<file path="src/rtl/dcache_pkg.sv">
// Shared types and defaults for the data-cache access arbiter slice.
// Build option: DCACHE_ARB_PERF_EN enables the performance counters.
package dcache_pkg;

    localparam int DEF_ADDR_W     = 32;
    localparam int DEF_WORD_W     = 32;
    localparam int DEF_BLOCK_SIZE = 128;

    typedef enum logic [1:0] {
        REQ_NONE = 2'd0,
        REQ_LD   = 2'd1,
        REQ_ST   = 2'd2,
        REQ_FILL = 2'd3
    } req_type_t;

    typedef enum logic {
        IDLE      = 1'b0,
        MISS_WAIT = 1'b1
    } arb_state_t;

    // Saturating increment so a long-running counter never wraps back to zero.
    function automatic logic [31:0] sat_inc32(input logic [31:0] v);
        logic [31:0] r;
        if (v == 32'hFFFF_FFFF) begin
            r = v;
        end else begin
            r = v + 32'd1;
        end
        return r;
    endfunction

endpackage

</file>
<file path="src/rtl/dcache_access_arbiter_if.sv">
// Bundle of requester, cache, MSHR and perf signals around the access arbiter.
// master = environment side (requesters, cache, MSHR); slave = arbiter side.
interface dcache_access_arbiter_if #(
    parameter int ADDR_W     = dcache_pkg::DEF_ADDR_W,
    parameter int WORD_W     = dcache_pkg::DEF_WORD_W,
    parameter int BLOCK_SIZE = dcache_pkg::DEF_BLOCK_SIZE
) ();

    logic                  ld_valid_i;
    logic                  ld_ready_o;
    logic [ADDR_W-1:0]     ld_addr_i;
    logic                  st_valid_i;
    logic                  st_ready_o;
    logic [ADDR_W-1:0]     st_addr_i;
    logic [WORD_W-1:0]     st_data_i;
    logic                  fill_valid_i;
    logic                  fill_ready_o;
    logic [ADDR_W-1:0]     fill_addr_i;
    logic [BLOCK_SIZE-1:0] fill_data_i;
    logic                  cache_r_en_o;
    logic [ADDR_W-1:0]     cache_r_addr_o;
    logic                  cache_w_en_o;
    logic [ADDR_W-1:0]     cache_w_addr_o;
    logic [WORD_W-1:0]     cache_w_data_o;
    logic                  cache_is_repair_o;
    logic [BLOCK_SIZE-1:0] cache_repair_data_o;
    logic [WORD_W-1:0]     cache_r_data_i;
    logic                  cache_r_hit_i;
    logic                  cache_w_hit_i;
    logic                  ld_resp_valid_o;
    logic                  ld_resp_hit_o;
    logic [WORD_W-1:0]     ld_resp_data_o;
    logic                  st_resp_valid_o;
    logic                  st_resp_hit_o;
    logic                  miss_valid_o;
    logic                  miss_ready_i;
    logic [ADDR_W-1:0]     miss_addr_o;
    logic                  miss_is_store_o;
    logic [31:0]           perf_ld_cnt_o;
    logic [31:0]           perf_st_cnt_o;
    logic [31:0]           perf_fill_cnt_o;
    logic [31:0]           perf_stall_cnt_o;

    modport slave (
        input  ld_valid_i, ld_addr_i, st_valid_i, st_addr_i, st_data_i,
        input  fill_valid_i, fill_addr_i, fill_data_i,
        input  cache_r_data_i, cache_r_hit_i, cache_w_hit_i, miss_ready_i,
        output ld_ready_o, st_ready_o, fill_ready_o,
        output cache_r_en_o, cache_r_addr_o, cache_w_en_o, cache_w_addr_o, cache_w_data_o,
        output cache_is_repair_o, cache_repair_data_o,
        output ld_resp_valid_o, ld_resp_hit_o, ld_resp_data_o, st_resp_valid_o, st_resp_hit_o,
        output miss_valid_o, miss_addr_o, miss_is_store_o,
        output perf_ld_cnt_o, perf_st_cnt_o, perf_fill_cnt_o, perf_stall_cnt_o
    );

    modport master (
        output ld_valid_i, ld_addr_i, st_valid_i, st_addr_i, st_data_i,
        output fill_valid_i, fill_addr_i, fill_data_i,
        output cache_r_data_i, cache_r_hit_i, cache_w_hit_i, miss_ready_i,
        input  ld_ready_o, st_ready_o, fill_ready_o,
        input  cache_r_en_o, cache_r_addr_o, cache_w_en_o, cache_w_addr_o, cache_w_data_o,
        input  cache_is_repair_o, cache_repair_data_o,
        input  ld_resp_valid_o, ld_resp_hit_o, ld_resp_data_o, st_resp_valid_o, st_resp_hit_o,
        input  miss_valid_o, miss_addr_o, miss_is_store_o,
        input  perf_ld_cnt_o, perf_st_cnt_o, perf_fill_cnt_o, perf_stall_cnt_o
    );

endinterface

</file>
<file path="src/rtl/dcache_perf_ctrs.sv">
// Saturating event counters for the access arbiter (granted loads, stores,
// fills, and cycles spent waiting on the MSHR). Only instantiated when
// DCACHE_ARB_PERF_EN is defined.
module dcache_perf_ctrs
    import dcache_pkg::*;
(
    input  logic        clk,
    input  logic        rst,
    input  logic        ld_gnt,
    input  logic        st_gnt,
    input  logic        fill_gnt,
    input  logic        stall,
    output logic [31:0] ld_cnt,
    output logic [31:0] st_cnt,
    output logic [31:0] fill_cnt,
    output logic [31:0] stall_cnt
);

    logic [31:0] ld_cnt_r;
    logic [31:0] st_cnt_r;
    logic [31:0] fill_cnt_r;
    logic [31:0] stall_cnt_r;

    // Count each event once per cycle it occurs, holding at all-ones.
    always_ff @(posedge clk or posedge rst) begin
        if (rst) begin
            ld_cnt_r    <= 32'd0;
            st_cnt_r    <= 32'd0;
            fill_cnt_r  <= 32'd0;
            stall_cnt_r <= 32'd0;
        end else begin
            if (ld_gnt) begin
                ld_cnt_r <= sat_inc32(ld_cnt_r);
            end
            if (st_gnt) begin
                st_cnt_r <= sat_inc32(st_cnt_r);
            end
            if (fill_gnt) begin
                fill_cnt_r <= sat_inc32(fill_cnt_r);
            end
            if (stall) begin
                stall_cnt_r <= sat_inc32(stall_cnt_r);
            end
        end
    end

    assign ld_cnt    = ld_cnt_r;
    assign st_cnt    = st_cnt_r;
    assign fill_cnt  = fill_cnt_r;
    assign stall_cnt = stall_cnt_r;

endmodule

</file>
<file path="src/rtl/dcache_access_arbiter.sv">
// Single-port data-cache access arbiter: shares the one cache slot between
// MSHR refills, loads and the store drain, returns responses one cycle after
// the grant and hands misses to the MSHR with a valid/ready handshake.
// Build option: DCACHE_ARB_PERF_EN adds saturating perf counters; otherwise
// the perf_*_o ports read as zero.
module dcache_access_arbiter
    import dcache_pkg::*;
#(
    parameter int ADDR_W     = DEF_ADDR_W,
    parameter int WORD_W     = DEF_WORD_W,
    parameter int BLOCK_SIZE = DEF_BLOCK_SIZE,
    parameter int STARVE_MAX = 4
) (
    input logic                   clk,
    input logic                   rst,
    dcache_access_arbiter_if.slave bus
);

    localparam logic [3:0] STARVE_MAX_C = 4'(STARVE_MAX);

    arb_state_t        state_r;
    arb_state_t        state_next_s;
    logic [3:0]        starve_cnt_r;
    logic [3:0]        starve_cnt_next_s;
    req_type_t         resp_type_r;
    req_type_t         resp_type_next_s;
    logic [ADDR_W-1:0] resp_addr_r;
    logic [ADDR_W-1:0] resp_addr_next_s;
    logic [ADDR_W-1:0] miss_addr_r;
    logic [ADDR_W-1:0] miss_addr_next_s;
    logic              miss_is_store_r;
    logic              miss_is_store_next_s;

    logic              resp_ld_s;
    logic              resp_st_s;
    logic              resp_miss_s;
    logic              acc_open_s;
    logic              store_turn_s;
    logic              ld_ready_s;
    logic              st_ready_s;
    logic              ld_gnt_s;
    logic              st_gnt_s;
    logic              fill_gnt_s;

    logic                  r_en_s;
    logic [ADDR_W-1:0]     r_addr_s;
    logic                  w_en_s;
    logic [ADDR_W-1:0]     w_addr_s;
    logic [WORD_W-1:0]     w_data_s;
    logic                  is_repair_s;
    logic [BLOCK_SIZE-1:0] repair_data_s;

    // Decode the response stage; a miss is visible in the same cycle the cache result returns.
    always_comb begin
        resp_ld_s   = (resp_type_r == REQ_LD);
        resp_st_s   = (resp_type_r == REQ_ST);
        resp_miss_s = (resp_ld_s && !bus.cache_r_hit_i) || (resp_st_s && !bus.cache_w_hit_i);
    end

    // Grant selection: fill first, then load unless the store has starved long enough.
    // Load/store ready also drops in the miss-detect cycle so nothing is in flight behind a miss.
    always_comb begin
        fill_gnt_s   = bus.fill_valid_i;
        acc_open_s   = (state_r == IDLE) && !resp_miss_s && !bus.fill_valid_i;
        store_turn_s = (starve_cnt_r == STARVE_MAX_C) && bus.st_valid_i;
        ld_ready_s   = acc_open_s && !store_turn_s;
        st_ready_s   = acc_open_s && (store_turn_s || !bus.ld_valid_i);
        ld_gnt_s     = bus.ld_valid_i && ld_ready_s;
        st_gnt_s     = bus.st_valid_i && st_ready_s;
    end

    // Drive the cache ports from whichever requester won this cycle; idle ports read zero.
    always_comb begin
        r_en_s        = 1'b0;
        r_addr_s      = {ADDR_W{1'b0}};
        w_en_s        = 1'b0;
        w_addr_s      = {ADDR_W{1'b0}};
        w_data_s      = {WORD_W{1'b0}};
        is_repair_s   = 1'b0;
        repair_data_s = {BLOCK_SIZE{1'b0}};
        if (fill_gnt_s) begin
            w_en_s        = 1'b1;
            w_addr_s      = bus.fill_addr_i;
            is_repair_s   = 1'b1;
            repair_data_s = bus.fill_data_i;
        end else if (ld_gnt_s) begin
            r_en_s   = 1'b1;
            r_addr_s = bus.ld_addr_i;
        end else if (st_gnt_s) begin
            w_en_s   = 1'b1;
            w_addr_s = bus.st_addr_i;
            w_data_s = bus.st_data_i;
        end else begin
            r_en_s = 1'b0;
        end
    end

    // Starvation counter: grows while a store waits, saturates at the threshold, clears otherwise.
    always_comb begin
        starve_cnt_next_s = starve_cnt_r;
        if (bus.st_valid_i && !st_gnt_s) begin
            if (starve_cnt_r < STARVE_MAX_C) begin
                starve_cnt_next_s = starve_cnt_r + 4'd1;
            end else begin
                starve_cnt_next_s = starve_cnt_r;
            end
        end else begin
            starve_cnt_next_s = 4'd0;
        end
    end

    // Response stage capture: remember what was granted so the result can be tagged next cycle.
    always_comb begin
        resp_type_next_s = REQ_NONE;
        resp_addr_next_s = resp_addr_r;
        if (fill_gnt_s) begin
            resp_type_next_s = REQ_FILL;
        end else if (ld_gnt_s) begin
            resp_type_next_s = REQ_LD;
            resp_addr_next_s = bus.ld_addr_i;
        end else if (st_gnt_s) begin
            resp_type_next_s = REQ_ST;
            resp_addr_next_s = bus.st_addr_i;
        end else begin
            resp_type_next_s = REQ_NONE;
        end
    end

    // Miss FSM: enter MISS_WAIT on a missing response, leave on the MSHR handshake.
    always_comb begin
        state_next_s         = state_r;
        miss_addr_next_s     = miss_addr_r;
        miss_is_store_next_s = miss_is_store_r;
        case (state_r)
            IDLE: begin
                if (resp_miss_s) begin
                    state_next_s         = MISS_WAIT;
                    miss_addr_next_s     = resp_addr_r;
                    miss_is_store_next_s = resp_st_s;
                end else begin
                    state_next_s = IDLE;
                end
            end
            MISS_WAIT: begin
                if (bus.miss_ready_i) begin
                    state_next_s = IDLE;
                end else begin
                    state_next_s = MISS_WAIT;
                end
            end
            default: begin
                state_next_s = IDLE;
            end
        endcase
    end

    // State, starvation, response and miss registers; reset drops any pending miss immediately.
    always_ff @(posedge clk or posedge rst) begin
        if (rst) begin
            state_r         <= IDLE;
            starve_cnt_r    <= 4'd0;
            resp_type_r     <= REQ_NONE;
            resp_addr_r     <= {ADDR_W{1'b0}};
            miss_addr_r     <= {ADDR_W{1'b0}};
            miss_is_store_r <= 1'b0;
        end else begin
            state_r         <= state_next_s;
            starve_cnt_r    <= starve_cnt_next_s;
            resp_type_r     <= resp_type_next_s;
            resp_addr_r     <= resp_addr_next_s;
            miss_addr_r     <= miss_addr_next_s;
            miss_is_store_r <= miss_is_store_next_s;
        end
    end

    assign bus.ld_ready_o          = ld_ready_s;
    assign bus.st_ready_o          = st_ready_s;
    assign bus.fill_ready_o        = 1'b1;
    assign bus.cache_r_en_o        = r_en_s;
    assign bus.cache_r_addr_o      = r_addr_s;
    assign bus.cache_w_en_o        = w_en_s;
    assign bus.cache_w_addr_o      = w_addr_s;
    assign bus.cache_w_data_o      = w_data_s;
    assign bus.cache_is_repair_o   = is_repair_s;
    assign bus.cache_repair_data_o = repair_data_s;
    assign bus.ld_resp_valid_o     = resp_ld_s;
    assign bus.ld_resp_hit_o       = resp_ld_s && bus.cache_r_hit_i;
    assign bus.ld_resp_data_o      = resp_ld_s ? bus.cache_r_data_i : {WORD_W{1'b0}};
    assign bus.st_resp_valid_o     = resp_st_s;
    assign bus.st_resp_hit_o       = resp_st_s && bus.cache_w_hit_i;
    assign bus.miss_valid_o        = (state_r == MISS_WAIT);
    assign bus.miss_addr_o         = miss_addr_r;
    assign bus.miss_is_store_o     = miss_is_store_r;

`ifdef DCACHE_ARB_PERF_EN
    dcache_perf_ctrs u_perf (
        .clk       (clk),
        .rst       (rst),
        .ld_gnt    (ld_gnt_s),
        .st_gnt    (st_gnt_s),
        .fill_gnt  (fill_gnt_s),
        .stall     (state_r == MISS_WAIT),
        .ld_cnt    (bus.perf_ld_cnt_o),
        .st_cnt    (bus.perf_st_cnt_o),
        .fill_cnt  (bus.perf_fill_cnt_o),
        .stall_cnt (bus.perf_stall_cnt_o)
    );
`else
    assign bus.perf_ld_cnt_o    = 32'd0;
    assign bus.perf_st_cnt_o    = 32'd0;
    assign bus.perf_fill_cnt_o  = 32'd0;
    assign bus.perf_stall_cnt_o = 32'd0;
`endif

endmodule

</file>
<file path="src/flat_wrapper.sv">
// flat-port wrapper written by rule: the top's interface ports become plain ports
module dcache_access_arbiter_flat import dcache_pkg::*;
#(
    parameter int ADDR_W     = DEF_ADDR_W,
    parameter int WORD_W     = DEF_WORD_W,
    parameter int BLOCK_SIZE = DEF_BLOCK_SIZE,
    parameter int STARVE_MAX = 4
)
  (clk, rst, bus_ld_valid_i, bus_ld_addr_i, bus_st_valid_i, bus_st_addr_i, bus_st_data_i, bus_fill_valid_i, bus_fill_addr_i, bus_fill_data_i, bus_cache_r_data_i, bus_cache_r_hit_i, bus_cache_w_hit_i, bus_miss_ready_i, bus_ld_ready_o, bus_st_ready_o, bus_fill_ready_o, bus_cache_r_en_o, bus_cache_r_addr_o, bus_cache_w_en_o, bus_cache_w_addr_o, bus_cache_w_data_o, bus_cache_is_repair_o, bus_cache_repair_data_o, bus_ld_resp_valid_o, bus_ld_resp_hit_o, bus_ld_resp_data_o, bus_st_resp_valid_o, bus_st_resp_hit_o, bus_miss_valid_o, bus_miss_addr_o, bus_miss_is_store_o, bus_perf_ld_cnt_o, bus_perf_st_cnt_o, bus_perf_fill_cnt_o, bus_perf_stall_cnt_o);
  dcache_access_arbiter_if #(.ADDR_W(ADDR_W), .WORD_W(WORD_W), .BLOCK_SIZE(BLOCK_SIZE)) bus_i ();
  input logic clk;
  input logic rst;
  input wire logic [$bits(bus_i.ld_valid_i)-1:0] bus_ld_valid_i;
  input wire logic [$bits(bus_i.ld_addr_i)-1:0] bus_ld_addr_i;
  input wire logic [$bits(bus_i.st_valid_i)-1:0] bus_st_valid_i;
  input wire logic [$bits(bus_i.st_addr_i)-1:0] bus_st_addr_i;
  input wire logic [$bits(bus_i.st_data_i)-1:0] bus_st_data_i;
  input wire logic [$bits(bus_i.fill_valid_i)-1:0] bus_fill_valid_i;
  input wire logic [$bits(bus_i.fill_addr_i)-1:0] bus_fill_addr_i;
  input wire logic [$bits(bus_i.fill_data_i)-1:0] bus_fill_data_i;
  input wire logic [$bits(bus_i.cache_r_data_i)-1:0] bus_cache_r_data_i;
  input wire logic [$bits(bus_i.cache_r_hit_i)-1:0] bus_cache_r_hit_i;
  input wire logic [$bits(bus_i.cache_w_hit_i)-1:0] bus_cache_w_hit_i;
  input wire logic [$bits(bus_i.miss_ready_i)-1:0] bus_miss_ready_i;
  output wire logic [$bits(bus_i.ld_ready_o)-1:0] bus_ld_ready_o;
  output wire logic [$bits(bus_i.st_ready_o)-1:0] bus_st_ready_o;
  output wire logic [$bits(bus_i.fill_ready_o)-1:0] bus_fill_ready_o;
  output wire logic [$bits(bus_i.cache_r_en_o)-1:0] bus_cache_r_en_o;
  output wire logic [$bits(bus_i.cache_r_addr_o)-1:0] bus_cache_r_addr_o;
  output wire logic [$bits(bus_i.cache_w_en_o)-1:0] bus_cache_w_en_o;
  output wire logic [$bits(bus_i.cache_w_addr_o)-1:0] bus_cache_w_addr_o;
  output wire logic [$bits(bus_i.cache_w_data_o)-1:0] bus_cache_w_data_o;
  output wire logic [$bits(bus_i.cache_is_repair_o)-1:0] bus_cache_is_repair_o;
  output wire logic [$bits(bus_i.cache_repair_data_o)-1:0] bus_cache_repair_data_o;
  output wire logic [$bits(bus_i.ld_resp_valid_o)-1:0] bus_ld_resp_valid_o;
  output wire logic [$bits(bus_i.ld_resp_hit_o)-1:0] bus_ld_resp_hit_o;
  output wire logic [$bits(bus_i.ld_resp_data_o)-1:0] bus_ld_resp_data_o;
  output wire logic [$bits(bus_i.st_resp_valid_o)-1:0] bus_st_resp_valid_o;
  output wire logic [$bits(bus_i.st_resp_hit_o)-1:0] bus_st_resp_hit_o;
  output wire logic [$bits(bus_i.miss_valid_o)-1:0] bus_miss_valid_o;
  output wire logic [$bits(bus_i.miss_addr_o)-1:0] bus_miss_addr_o;
  output wire logic [$bits(bus_i.miss_is_store_o)-1:0] bus_miss_is_store_o;
  output wire logic [$bits(bus_i.perf_ld_cnt_o)-1:0] bus_perf_ld_cnt_o;
  output wire logic [$bits(bus_i.perf_st_cnt_o)-1:0] bus_perf_st_cnt_o;
  output wire logic [$bits(bus_i.perf_fill_cnt_o)-1:0] bus_perf_fill_cnt_o;
  output wire logic [$bits(bus_i.perf_stall_cnt_o)-1:0] bus_perf_stall_cnt_o;
  assign bus_i.ld_valid_i = bus_ld_valid_i;
  assign bus_i.ld_addr_i = bus_ld_addr_i;
  assign bus_i.st_valid_i = bus_st_valid_i;
  assign bus_i.st_addr_i = bus_st_addr_i;
  assign bus_i.st_data_i = bus_st_data_i;
  assign bus_i.fill_valid_i = bus_fill_valid_i;
  assign bus_i.fill_addr_i = bus_fill_addr_i;
  assign bus_i.fill_data_i = bus_fill_data_i;
  assign bus_i.cache_r_data_i = bus_cache_r_data_i;
  assign bus_i.cache_r_hit_i = bus_cache_r_hit_i;
  assign bus_i.cache_w_hit_i = bus_cache_w_hit_i;
  assign bus_i.miss_ready_i = bus_miss_ready_i;
  assign bus_ld_ready_o = bus_i.ld_ready_o;
  assign bus_st_ready_o = bus_i.st_ready_o;
  assign bus_fill_ready_o = bus_i.fill_ready_o;
  assign bus_cache_r_en_o = bus_i.cache_r_en_o;
  assign bus_cache_r_addr_o = bus_i.cache_r_addr_o;
  assign bus_cache_w_en_o = bus_i.cache_w_en_o;
  assign bus_cache_w_addr_o = bus_i.cache_w_addr_o;
  assign bus_cache_w_data_o = bus_i.cache_w_data_o;
  assign bus_cache_is_repair_o = bus_i.cache_is_repair_o;
  assign bus_cache_repair_data_o = bus_i.cache_repair_data_o;
  assign bus_ld_resp_valid_o = bus_i.ld_resp_valid_o;
  assign bus_ld_resp_hit_o = bus_i.ld_resp_hit_o;
  assign bus_ld_resp_data_o = bus_i.ld_resp_data_o;
  assign bus_st_resp_valid_o = bus_i.st_resp_valid_o;
  assign bus_st_resp_hit_o = bus_i.st_resp_hit_o;
  assign bus_miss_valid_o = bus_i.miss_valid_o;
  assign bus_miss_addr_o = bus_i.miss_addr_o;
  assign bus_miss_is_store_o = bus_i.miss_is_store_o;
  assign bus_perf_ld_cnt_o = bus_i.perf_ld_cnt_o;
  assign bus_perf_st_cnt_o = bus_i.perf_st_cnt_o;
  assign bus_perf_fill_cnt_o = bus_i.perf_fill_cnt_o;
  assign bus_perf_stall_cnt_o = bus_i.perf_stall_cnt_o;
  dcache_access_arbiter #(.ADDR_W(ADDR_W), .WORD_W(WORD_W), .BLOCK_SIZE(BLOCK_SIZE), .STARVE_MAX(STARVE_MAX)) u_core (.clk(clk), .rst(rst), .bus(bus_i));
endmodule
</file>
<file path="config.mk">
export PLATFORM = sky130hd
export DESIGN_NAME = dcache_access_arbiter_flat
export DESIGN_NICKNAME = d
export VERILOG_FILES = /design/src/rtl/dcache_pkg.sv /design/src/rtl/dcache_access_arbiter_if.sv /design/src/rtl/dcache_perf_ctrs.sv /design/src/rtl/dcache_access_arbiter.sv /design/src/flat_wrapper.sv
export SDC_FILE = /design/constraint.sdc
export NUM_CORES = 1
export LEC_CHECK = 0
export ABC_AREA = 0
export CORE_AREA = 3 3 280 282
export DETAILED_ROUTE_END_ITERATION = 8
export DIE_AREA = 0 0 283 285
export PLACE_DENSITY = 0.38
export SKIP_LAST_GASP = 1
export SLEW_MARGIN = 20
export SYNTH_ARGS = -nofsm -noshare
export SYNTH_HDL_FRONTEND = slang
export SYNTH_SLANG_ARGS = --single-unit
</file>
<file path="constraint.sdc">
create_clock -name clk -period 2 [get_ports clk]
set_clock_uncertainty 0.15 [all_clocks]
set_input_delay 0.2 -clock clk [delete_from_list [all_inputs] [get_ports clk]]
set_output_delay 0.2 -clock clk [all_outputs]
set_load 0.01 [all_outputs]
</file>
==> results.cfg, run 1 <==
[yosys]
synth_top_area_share_pct = 30.5
synth_common_cells = 194 x and2_1, 130 x buf_4, 72 x dfrtp_1, 40 x nor2_1
synth_most_common_cell = and2_1
synth_area_um2 = 5910
synth_ff_type = dfrtp_1
syn_inst = 678
yosysSeqAreaShare_pct = 30.5
synth-edff-count = 0
synth_area_leaders = dfrtp_1 31%, and2_1 21%, buf_4 17%
ys_types = 31
synthArstFlopShare_pct = 100
synth_seq_cells = 72
ys_warn_count = 0
synth.avg_cell_area_um2 = 8.71
synth_top_area_cell = dfrtp_1

[status]
status = finished, violations left
failed_checks = negative setup slack

[global_route]
grt-ovfl-total = 0
groute.usage.overall_pct = 10.0
antenna_found_initial = 8
grt_pass1_vias = 7533
grt_max_degree = 124
grt_pass1_wl_um = 59200

[place]
dpl.hpwl_um = 34500
gp_congestion = 0.857
portBuffers = 594
numPlacedInstances = 2303
pre_cts_ws_ps = -1210

[run]
drv_cap = 0

[timing]
period_share_pct = 132
setup_viol = 175
rsz0062_at_grt = true
fin_setup_tns_ps = -79430
layout_setup_ws_ps = -638
timing.fmax_mhz = 379
hold_viol_final = 0
drv_slew = 0
period_needed_ps = 2640

[setup_path]
end_kind = output pin
cp_data_required_time_ps = 1650
critPathKind = reg2out
crit_arrival_ps = 2290
crit_fanout = 6
start_kind = flip-flop

[die]
ios = 724
initial_core_util_pct = 7.78
chipHeight_um = 285
die_x_um = 283
std_cell_rows = 101
die-area_um2 = 80700
core-area_um2 = 75900

[routing]
drt_first_pass_iters = 4
wl_um = 45000
dr.first_iter.drc_count = 239
wire_per_inst_um = 18.8
viasPerCell = 3.03
dr_total_vias = 7271
ant_nets = 0
route.detailed.drc = 0

[finish]
instances_no_fill = 2397
fin_nets = 1657
drive_gt1_share_pct = 30.5
syn2layout_area_growth_pct = 150
fin_util_pct = 19.4
nFillCells = 8438

[clock_tree]
cts_max_level = 3
clkTransAtPathRegs_ps = 70
insertion_delay_ps = 340
cts.sinks = 72
cts_tree = done
hold_buffers = 0
clockBufferDepth = 2
numCtsBuffers = 9
cts-root-buf = clkbuf_16

[min_path]
worstHoldPathType = in2async

[pwr]
worst_ir_drop_vdd_uv = 413
power_mw = 8.49
p_leak_nw = 6.35
p_per_area_nw_per_um2 = 576
-- metal layers --
layer / global-route usage (%) / up-vias / wire length (um)
met5: 0 / - / 42
met2: 17.7 / 421 / 22300
met1: 12.1 / 3442 / 18500
li1: - / 3357 / -
met3: 3.18 / 43 / 3480
met4: 1.55 / 8 / 722
-- kinds of logic (layout without fill, tap and decap cells) --
family,after synthesis,count (layout),share of synthesized area [%]
simple gates,277,277,26.5
buf+inv,187,746,21.3
fa+ha+maj,2,2,0.424
compound gates,103,103,14.5
mux,34,34,6.46
other cells,2,132,0.127
xor+xnor,1,1,0.148
flops,72,72,30.5
-- layout make-up --
class / count / area [um^2] / share of cell area, %
diodes: 3 / 7.51 / 0.0509
clock inverters: 6 / 90.1 / 0.611
multi-input cells: 546 / 3820 / 25.9
clock buffers: 10 / 239 / 1.62
repair buffers: 725 / 7470 / 50.7
inverters: 5 / 22.5 / 0.153
flip-flops and latches: 72 / 1800 / 12.2
well taps: 1030 / 1290 / 8.74
-- per-stage QoR --
step	cell area [um^2]	hold slack, ps
after floorplan	6390	143
after global routing	14700	39.1
after detailed placement	13000	319
after global placement	13000	316
after CTS	14000	10.8
final	14700	20.5
-- placed cells by master, fill, tap and decap left out, types with 26 or more instances in the layout --
| cell | instances |
|---|---|
| a22o_1 | 31 |
| and2_1 | 149 |
| and2_4 | 45 |
| buf_12 | 31 |
| buf_2 | 65 |
| buf_4 | 57 |
| buf_6 | 81 |
| clkdlybuf4s50_1 | 453 |
| conb_1 | 129 |
| dfrtp_1 | 71 |
| mux2_2 | 33 |
| nand2_1 | 26 |
-- worst max-delay path, cell delays in order, from the launching register on --
cell,delay [ps]
dfrtp_1,390
nor3b_4,160
or4_4,540
nor2b_4,150
buf_12,120
buf_12,150
buf_6,110
buf_6,80
a22o_1,110
buf_2,120
-- repair_timing --
| action | CTS | global route |
|---|---|---|
| setup endpoints to repair | 241 | 301 |
| gates resized for setup | 514 | 218 |
| cloned | 11 | 9 |
| pin swaps | 28 | 52 |
| buffers inserted | 31 | 40 |
-- flip-flops by register name (all words and copies together), names as in the netlist --
| register | flops |
|---|---|
| u_core.bus.miss_valid_o | 1 |
| u_core.bus.miss_addr_o | 32 |
| u_core.resp_addr_r | 32 |
| u_core.resp_type_r | 2 |
| u_core.bus.miss_is_store_o | 1 |
| u_core.starve_cnt_r | 4 |
-- where the power goes --
group | total (mW) | leakage (nW) | internal, mW | switching [mW]
sequential | 2.27 | 0.903 | 1.97 | 0.300
clock | 1.83 | 0.159 | 1.13 | 0.697
combinational | 4.38 | 5.29 | 2.54 | 1.84
-- path summary, 6_finish.rpt --
kind	slack (ps)	to	cells after the start	start
max reg2reg	-430	u_core.resp_addr_r[19]	9	u_core.resp_type_r[0]
max in group asynchronous	1120	u_core.bus.miss_addr_o[25]	3	rst
min	20	u_core.bus.miss_addr_o[4]	2	rst
min in group clk	290	u_core.bus.miss_valid_o	2	bus_miss_ready_i
min reg2reg	330	u_core.resp_addr_r[10]	1	u_core.resp_addr_r[10]
max	-640	bus_cache_w_addr_o[11]	9	u_core.resp_type_r[0]
No activity file was read; power rests on OpenSTA's default activity.
==> run 2: changes to the inputs <==
--- a/config.mk
+++ b/config.mk
@@ -10,6 +10,7 @@
 export DETAILED_ROUTE_END_ITERATION = 8
 export DIE_AREA = 0 0 283 285
 export PLACE_DENSITY = 0.38
+export REMOVE_ABC_BUFFERS = 1
 export SKIP_LAST_GASP = 1
 export SLEW_MARGIN = 20
 export SYNTH_ARGS = -nofsm -noshare
==> results.cfg, run 2 (synthesized netlist as in run 1, its figures left out) <==
[status]
status = finished, violations left
failed_checks = negative setup slack

[clock_tree]
cts.sinks = 72
cts-root-buf = clkbuf_16
cts_max_level = 3
numCtsBuffers = 9
clockBufferDepth = 2
clkTransAtPathRegs_ps = 80
insertion_delay_ps = 370
cts_tree = done

[global_route]
groute.usage.overall_pct = 9.55
antenna_found_initial = 5
grt_pass1_vias = 7435
grt_max_degree = 48
grt-ovfl-total = 0
grt_pass1_wl_um = 55800

[die]
std_cell_rows = 101
initial_core_util_pct = 7.78
core-area_um2 = 75900
chipHeight_um = 285
die-area_um2 = 80700
ios = 724
die_x_um = 283

[timing]
timing.fmax_mhz = 376
slew_headroom_pct = 56.7
setup_viol = 162
hold_viol_final = 0
rsz0062_at_grt = true
period_needed_ps = 2660
period_share_pct = 133
tightest_slew_ps = 649
drv_slew = 0
layout_setup_ws_ps = -663

[pwr]
worst_ir_drop_vdd_uv = 335
p_per_area_nw_per_um2 = 574
power_mw = 8.59
p_leak_nw = 6.18

[setup_path]
crit_arrival_ps = 2310
slowest_delay_ps = 460
worstPathCellList = nor3b_2 -> or4_4 -> nor2b_4 -> buf_12 -> buf_12 -> a22o_1 -> clkdlybuf4s15_2
start_kind = flip-flop
end_kind = output pin
crit_path_top_delay_cell = or4_4
critPathKind = reg2out
cp_data_required_time_ps = 1650
crit_top_cell = buf_12
crit_fanout = 11

[finish]
drive_gt1_share_pct = 31.5
fin_nets = 1640
nFillCells = 8415
syn2layout_area_growth_pct = 153
final_common_cell = clkdlybuf4s50_1
final_cell_mix = 456 x clkdlybuf4s50_1, 164 x and2_1, 129 x conb_1

[routing]
wire_per_inst_um = 18.2
route.detailed.drc = 0
wl_um = 43300
ant_nets = 0
viasPerCell = 3.02
dr.first_iter.drc_count = 187
dr_total_vias = 7192
drt_first_pass_iters = 4

[place]
gp_congestion = 0.881
pre_cts_ws_ps = -942
dpl.hpwl_um = 30500
portBuffers = 594

[run]
drv_cap = 0

[min_path]
worstHoldPathType = in2reg
## run 2: cell types whose count changed in the layout (fill, tap and decap cells not counted), sizes merged, moves of 2 or more
cell	change
buf	-32
clkbuf	-3
clkdlybuf4s15	+24
clkdlybuf4s50	+3
clkinvlp	-2
diode	-2
dlygate4sd2	+2
dlymetal6s2s	-12
inv	+4
## run 2: final timing paths
path / endpoint / from / cells past startpoint / slack [ps]
max: bus_cache_w_addr_o[21] / u_core.resp_type_r[1] / 7 / -660
min: u_core.bus.miss_valid_o / bus_miss_ready_i / 2 / 260
max reg2reg: u_core.resp_addr_r[22] / u_core.resp_type_r[1] / 9 / -560
min reg2reg: u_core.resp_addr_r[9] / u_core.resp_addr_r[9] / 1 / 340
max in group asynchronous: u_core.bus.miss_addr_o[20] / rst / 4 / 500
min in group asynchronous: u_core.bus.miss_addr_o[18] / rst / 3 / 550
## run 2: worst max-delay path, delay by kind of cell (launching register included)
family                 cells  cell delay (ps)
buffers and inverters      3              510
DFF                        1              440
AOI/OAI and AO/OA          1              150
and+or+nand+nor            3              800
## run 2: metal layers
metal / vias up / routed length, um / global-route usage, %
met5: - / 22 / 0
met4: 4 / 509 / 2.31
met3: 29 / 3600 / 3.50
met2: 374 / 23200 / 17.6
met1: 3464 / 16000 / 10.3
li1: 3321 / - / -
## run 2: cell type report
class,count,area [um^2],share of cell area [%]
sequential,72,1800,12.0
multi-input combinational,546,4080,27.2
tap,1030,1290,8.61
timing repair buffer,708,7470,49.9
clock inverter,6,72.6,0.485
inverter,5,21.3,0.142
clock buffer,10,239,1.60
antenna,1,2.50,0.0167
## run 2: what timing repair did
item | CTS | global route
setup endpoints to repair | 267 | 197
gates cloned | 10 | 11
setup buffers | 27 | 28
hold endpoints to repair | 14 | 0
resized for setup | 593 | 258
pin swaps | 9 | 72
hold buffers | 1 | 0
## run 2: metrics by stage
| step | instances | utilization, % | instance area (um^2) | setup TNS (ps) | hold slack [ps] |
|---|---|---|---|---|---|
| final | 2378 | 19.7 | 15000 | -77620 | 256 |
| after global routing | 2377 | 19.7 | 15000 | -92810 | 245 |
| after CTS | 2349 | 18.0 | 13700 | -79010 | 215 |
| after detailed placement | 2296 | 17.0 | 12900 | -116150 | 318 |
| after global placement | 2296 | 17.0 | 12900 | -116780 | 315 |
| after floorplan | 623 | - | 5140 | -222420 | 143 |
## run 2: where the power goes
part	switching, mW	total [mW]	internal [mW]
clock	0.802	1.83	1.02
sequential	0.322	2.29	1.97
combinational	1.81	4.47	2.66
==> patch 1, RTL diff (config.mk and constraints of run 1) <==
Change the package constant `DEF_WORD_W` from 32 to 64.
--- a/src/rtl/dcache_pkg.sv
+++ b/src/rtl/dcache_pkg.sv
@@ -5,3 +5,3 @@
     localparam int DEF_ADDR_W     = 32;
-    localparam int DEF_WORD_W     = 32;
+    localparam int DEF_WORD_W     = 64;
     localparam int DEF_BLOCK_SIZE = 128;
Interface: changed (resized bus_cache_r_data_i, bus_cache_w_data_o, bus_ld_resp_data_o and bus_st_data_i); port bits go from 724 to 852. The function was not compared with the original's and may differ.
==> patch 1 against run 1 <==
  * The flow still finishes with violations (negative setup slack)
  * Wire length increased by 19%
  * First-iteration DRC count is 11% lower
  * Final area rose by 8.5%
  * Non-clock buffer count increased by 130
  * Area after synthesis grew 7.2%
  * Die area stayed put
  * Setup slack got worse by 0.11 ns
  * Total power grew 1.2%
  * Sequential cell count unchanged
  * Largest power group unchanged
==> patch 1: results (changes against run 1) <==
failing checks -> negative setup slack
Placed Area -> 0.0149 mm² (+15%)
fillers -> 8384 (-0.64%)
# setup viols final -> 224 (+28%)
Avg WL per Cell -> 20.6 µm (+9.8%)
clock root buffer master -> clkbuf_16
vias in the first global route -> 8502 (+13%)
first-pass GRT wire length -> 70000 µm (+18%)
crit-path max cell delay -> 0.56 ns (+0.02 ns)
All-Layer GR Usage -> 0.120 (+0.0200)
Gates resized, CTS repair -> 682 (+33%)
IO Port Bufs -> 722 (+22%)
Placed Cells incl. Taps -> 2500 (+8.6%)
HPWL after detailed placement -> 43100 µm (+25%)
status -> complete, but fails checks
largest net degree at the start of global routing -> 71 (-43%)
PnR worst setup slack -> -0.748 ns (-0.109 ns)
non-filler instance count after layout -> 2591 (+8.1%)
routability cong. -> 0.896 (+4.6%)
DR vias/cell -> 3.17 (+4.4%)
sequential fraction of the synthesis area -> 0.285 (-0.0206)
share of cells above drive strength 1 -> 0.327 (+0.0219)
number of nets in the layout -> 1915 (+16%)
initial antenna violation count -> 12 (+4)
Synth top cells by count -> and2_1 (258), buf_4 (130), dfrtp_1 (72), nor2_1 (40), clkbuf_1 (38)
post-CTS setup buffer count -> 36 (+16%)
Syn Area/Cell -> 8.44 µm² (-3.1%)
leak pwr -> 6.93 nW (+9.1%)
## patch 1: cell types whose count changed after synthesis, moves of 4 or more
cell and delta:
and2_1 +64, clkbuf_1 +12, buf_2 -5, clkbuf_2 +5, buf_1 -4
## patch 1: cell type report
| type | count | area (µm²) | area share |
|---|---|---|---|
| timing repair buffer | 855 | 8410 | 0.526 |
| multi-input combinational | 610 | 4140 | 0.259 |
| sequential | 72 | 1800 | 0.113 |
| tap | 1030 | 1290 | 0.0806 |
| clock buffer | 11 | 243 | 0.0152 |
| clock inverter | 4 | 77.6 | 0.00485 |
| inverter | 5 | 22.5 | 0.00141 |
| antenna | 4 | 10.0 | 0.000626 |
## patch 1: report_power, final
part / total (mW) / switching, mW / leakage, nW / internal (mW)
logic: 4.52 / 1.91 / 5.87 / 2.61
clock network: 1.78 / 0.648 / 0.156 / 1.13
registers: 2.29 / 0.317 / 0.904 / 1.97
total: 8.58 / 2.88 / 6.93 / 5.71
## patch 1: cells by family after synthesis
| group | after synthesis | share of synthesized area |
|---|---|---|
| AOI/OAI and AO/OA | 103 | 0.134 |
| xor gates and xnor gates | 1 | 0.00138 |
| adders and majority gates | 2 | 0.00395 |
| buffers and inverters | 195 | 0.204 |
| DFF | 72 | 0.285 |
| muxes | 34 | 0.0603 |
| other | 2 | 0.00119 |
| and+or+nand+nor | 341 | 0.311 |
## patch 1: worst paths after layout
path / startpoint / to / slack [ns] / cells past startpoint
worst max-delay path: u_core.resp_type_r[0]$_DFF_PP0_ / bus_cache_w_data_o[14] / -0.75 / 10
worst min-delay path: rst / u_core.resp_addr_r[0]$_DFFE_PP0P_ / 0.13 / 3
worst max register to register: u_core.resp_type_r[0]$_DFF_PP0_ / u_core.resp_addr_r[18]$_DFFE_PP0P_ / -0.35 / 8
worst min register to register: u_core.resp_addr_r[25]$_DFFE_PP0P_ / u_core.resp_addr_r[25]$_DFFE_PP0P_ / 0.34 / 1
max in group asynchronous: rst / u_core.bus.miss_is_store_o$_DFFE_PP0P_ / 1.29 / 3
min in group clk: bus_miss_ready_i / u_core.bus.miss_valid_o$_DFF_PP0_ / 0.30 / 2
## patch 1: per-layer routing
metal / vias up / share of wire / track usage
met4: 12 / 0.022 / 0.0282
met5: - / 0.0015 / 0
met2: 438 / 0.48 / 0.201
met3: 51 / 0.087 / 0.0456
met1: 3892 / 0.41 / 0.147
li1: 3809 / - / -
## patch 1: metrics by stage
stage          setup TNS, ns  worst slack (ns)  hold WS, ns
2_1_floorplan          -4.34           -0.0893        0.143
3_3_place_gp         -167.68             -1.08        0.316
3_5_place_dp         -161.66             -1.06        0.319
4_1_cts              -116.40            -0.907        0.142
5_1_grt              -121.11            -0.849        0.168
6_report             -100.91            -0.748        0.134
==> patch 2, RTL diff (flow settings as in run 1) <==
Without the edit above. Re-encode `req_type_t` (4 values) as one-hot, 4 bits wide.
--- a/src/rtl/dcache_pkg.sv
+++ b/src/rtl/dcache_pkg.sv
@@ -8,7 +8,7 @@
 
-    typedef enum logic [1:0] {
-        REQ_NONE = 2'd0,
-        REQ_LD   = 2'd1,
-        REQ_ST   = 2'd2,
-        REQ_FILL = 2'd3
+    typedef enum logic [3:0] {
+        REQ_NONE = 4'b0001,
+        REQ_LD   = 4'b0010,
+        REQ_ST   = 4'b0100,
+        REQ_FILL = 4'b1000
     } req_type_t;
Behaviour: no difference found for any inputs over 4 cycles, from zero or initial values and one cycle with rst high; so few cycles prove little.
==> patch 2 against run 1 <==
  * The flow still finishes with violations (negative setup slack)
  * Total power decreased by 5.8%
  * Final cell count shrank 2.1%
  * Largest power group unchanged
  * Synthesized cell count shrank 3.4%
  * Sequential cell count up 2
  * Area after synthesis increased by 0.89%
  * Sequential share of layout area is 0.33 points higher
  * Global-route usage rose by 0.11 points
  * Final area rose by 0.15%
  * Critical path depth rose by 1
  * Non-clock buffer count fell by 26
  * Wire length shrank 3.0%
  * Largest cell class unchanged
  * Setup slack better by 0.035 ns
==> patch 2: results (changes against run 1) <==
DR vias/cell -> 3.09 (+1.7%)
Worst setup endpoint -> bus_cache_r_addr_o[4]
Reg2Reg Setup Slack -> -0.23 ns (+0.20 ns)
top cells by area, synth -> dfrtp_1 (31%), and2_1 (24%), buf_4 (16%), mux2_2 (6.2%), a32o_1 (5.4%)
Placed Area -> 0.0129 mm² (-0.33%)
Max VDD drop -> 0.000340 V (-18%)
first-pass GRT wire length -> 59100 µm (-0.23%)
post-route setup TNS -> -59.51 ns (+19.91 ns)
PnR worst setup slack -> -0.604 ns (+0.0348 ns)
share of cells above drive strength 1 -> 0.321 (+0.0157)
number of nets in the layout -> 1607 (-3.0%)
worst hold margin -> 0.0668 ns (+0.0464 ns)
Worst path slowest cell -> dfrtp_1
Avg WL per Cell -> 18.6 µm (-0.96%)
largest net degree at the start of global routing -> 48 (-61%)
Setup WS pre-CTS -> -0.790 ns (+0.418 ns)
Gates resized, CTS repair -> 631 (+23%)
proportion of synthesized area in mux cells -> 0.0640 (-0.000570)
fillers -> 8400 (-0.45%)
delay-heaviest family, CP -> buffers and inverters
Distinct cells, synth -> 33 (+6.5%)
worst r2r src -> u_core.resp_type_r[1]$_DFF_PP0_
Worst Reg-to-Reg Cells -> 6 (-3)
Post-Syn Instances -> 655 (-3.4%)
CP startpoint -> u_core.starve_cnt_r[0]$_DFFE_PP0P_
M1 WL -> 16500 µm (-11%)
# setup viols final -> 169 (-3.4%)
adder-cell share of the synthesized area -> 0.00420 (-0.0000374)
leak pwr -> 6.15 nW (-3.2%)
failing checks -> negative setup slack
status -> complete, but fails checks
routability cong. -> 0.873 (+1.9%)
Met3 Routed Length -> 3890 µm (+12%)
All-Layer GR Usage -> 0.102 (+0.00113)
Worst EP arrival -> 2.25 ns (-0.04 ns)
sequential fraction of the synthesis area -> 0.311 (+0.00592)
[patch 2: cell count changes in the layout (fill, tap and decap cells not counted), sizes merged, moves of 10 or more]
cell,delta
and2,+33
a22o,-32
a32o,+32
nand2,-31
nor2,-30
clkbuf,-10
[patch 2: final cells by class]
cell class / count / area share
inverter: 5 / 0.00153
antenna: 4 / 0.000678
multi-input combinational: 520 / 0.270
clock inverter: 6 / 0.00763
sequential: 74 / 0.126
clock buffer: 9 / 0.0153
timing repair buffer: 699 / 0.492
tap: 1030 / 0.0873
[patch 2: kinds of logic (layout without fill, tap and decap cells)]
logic type	after synthesis	after routing
adders and majority gates	2	2
other	2	133
DFF	74	74
AOI/OAI and AO/OA	104	104
and+or+nand+nor	250	250
buffers and inverters	188	719
xor gates and xnor gates	1	1
muxes	34	34
[patch 2: power breakdown]
group	leakage, nW	switching [mW]	internal (mW)
logic	5.06	1.63	2.28
registers	0.931	0.299	1.92
clock network	0.166	0.642	1.22
total	6.15	2.57	5.43
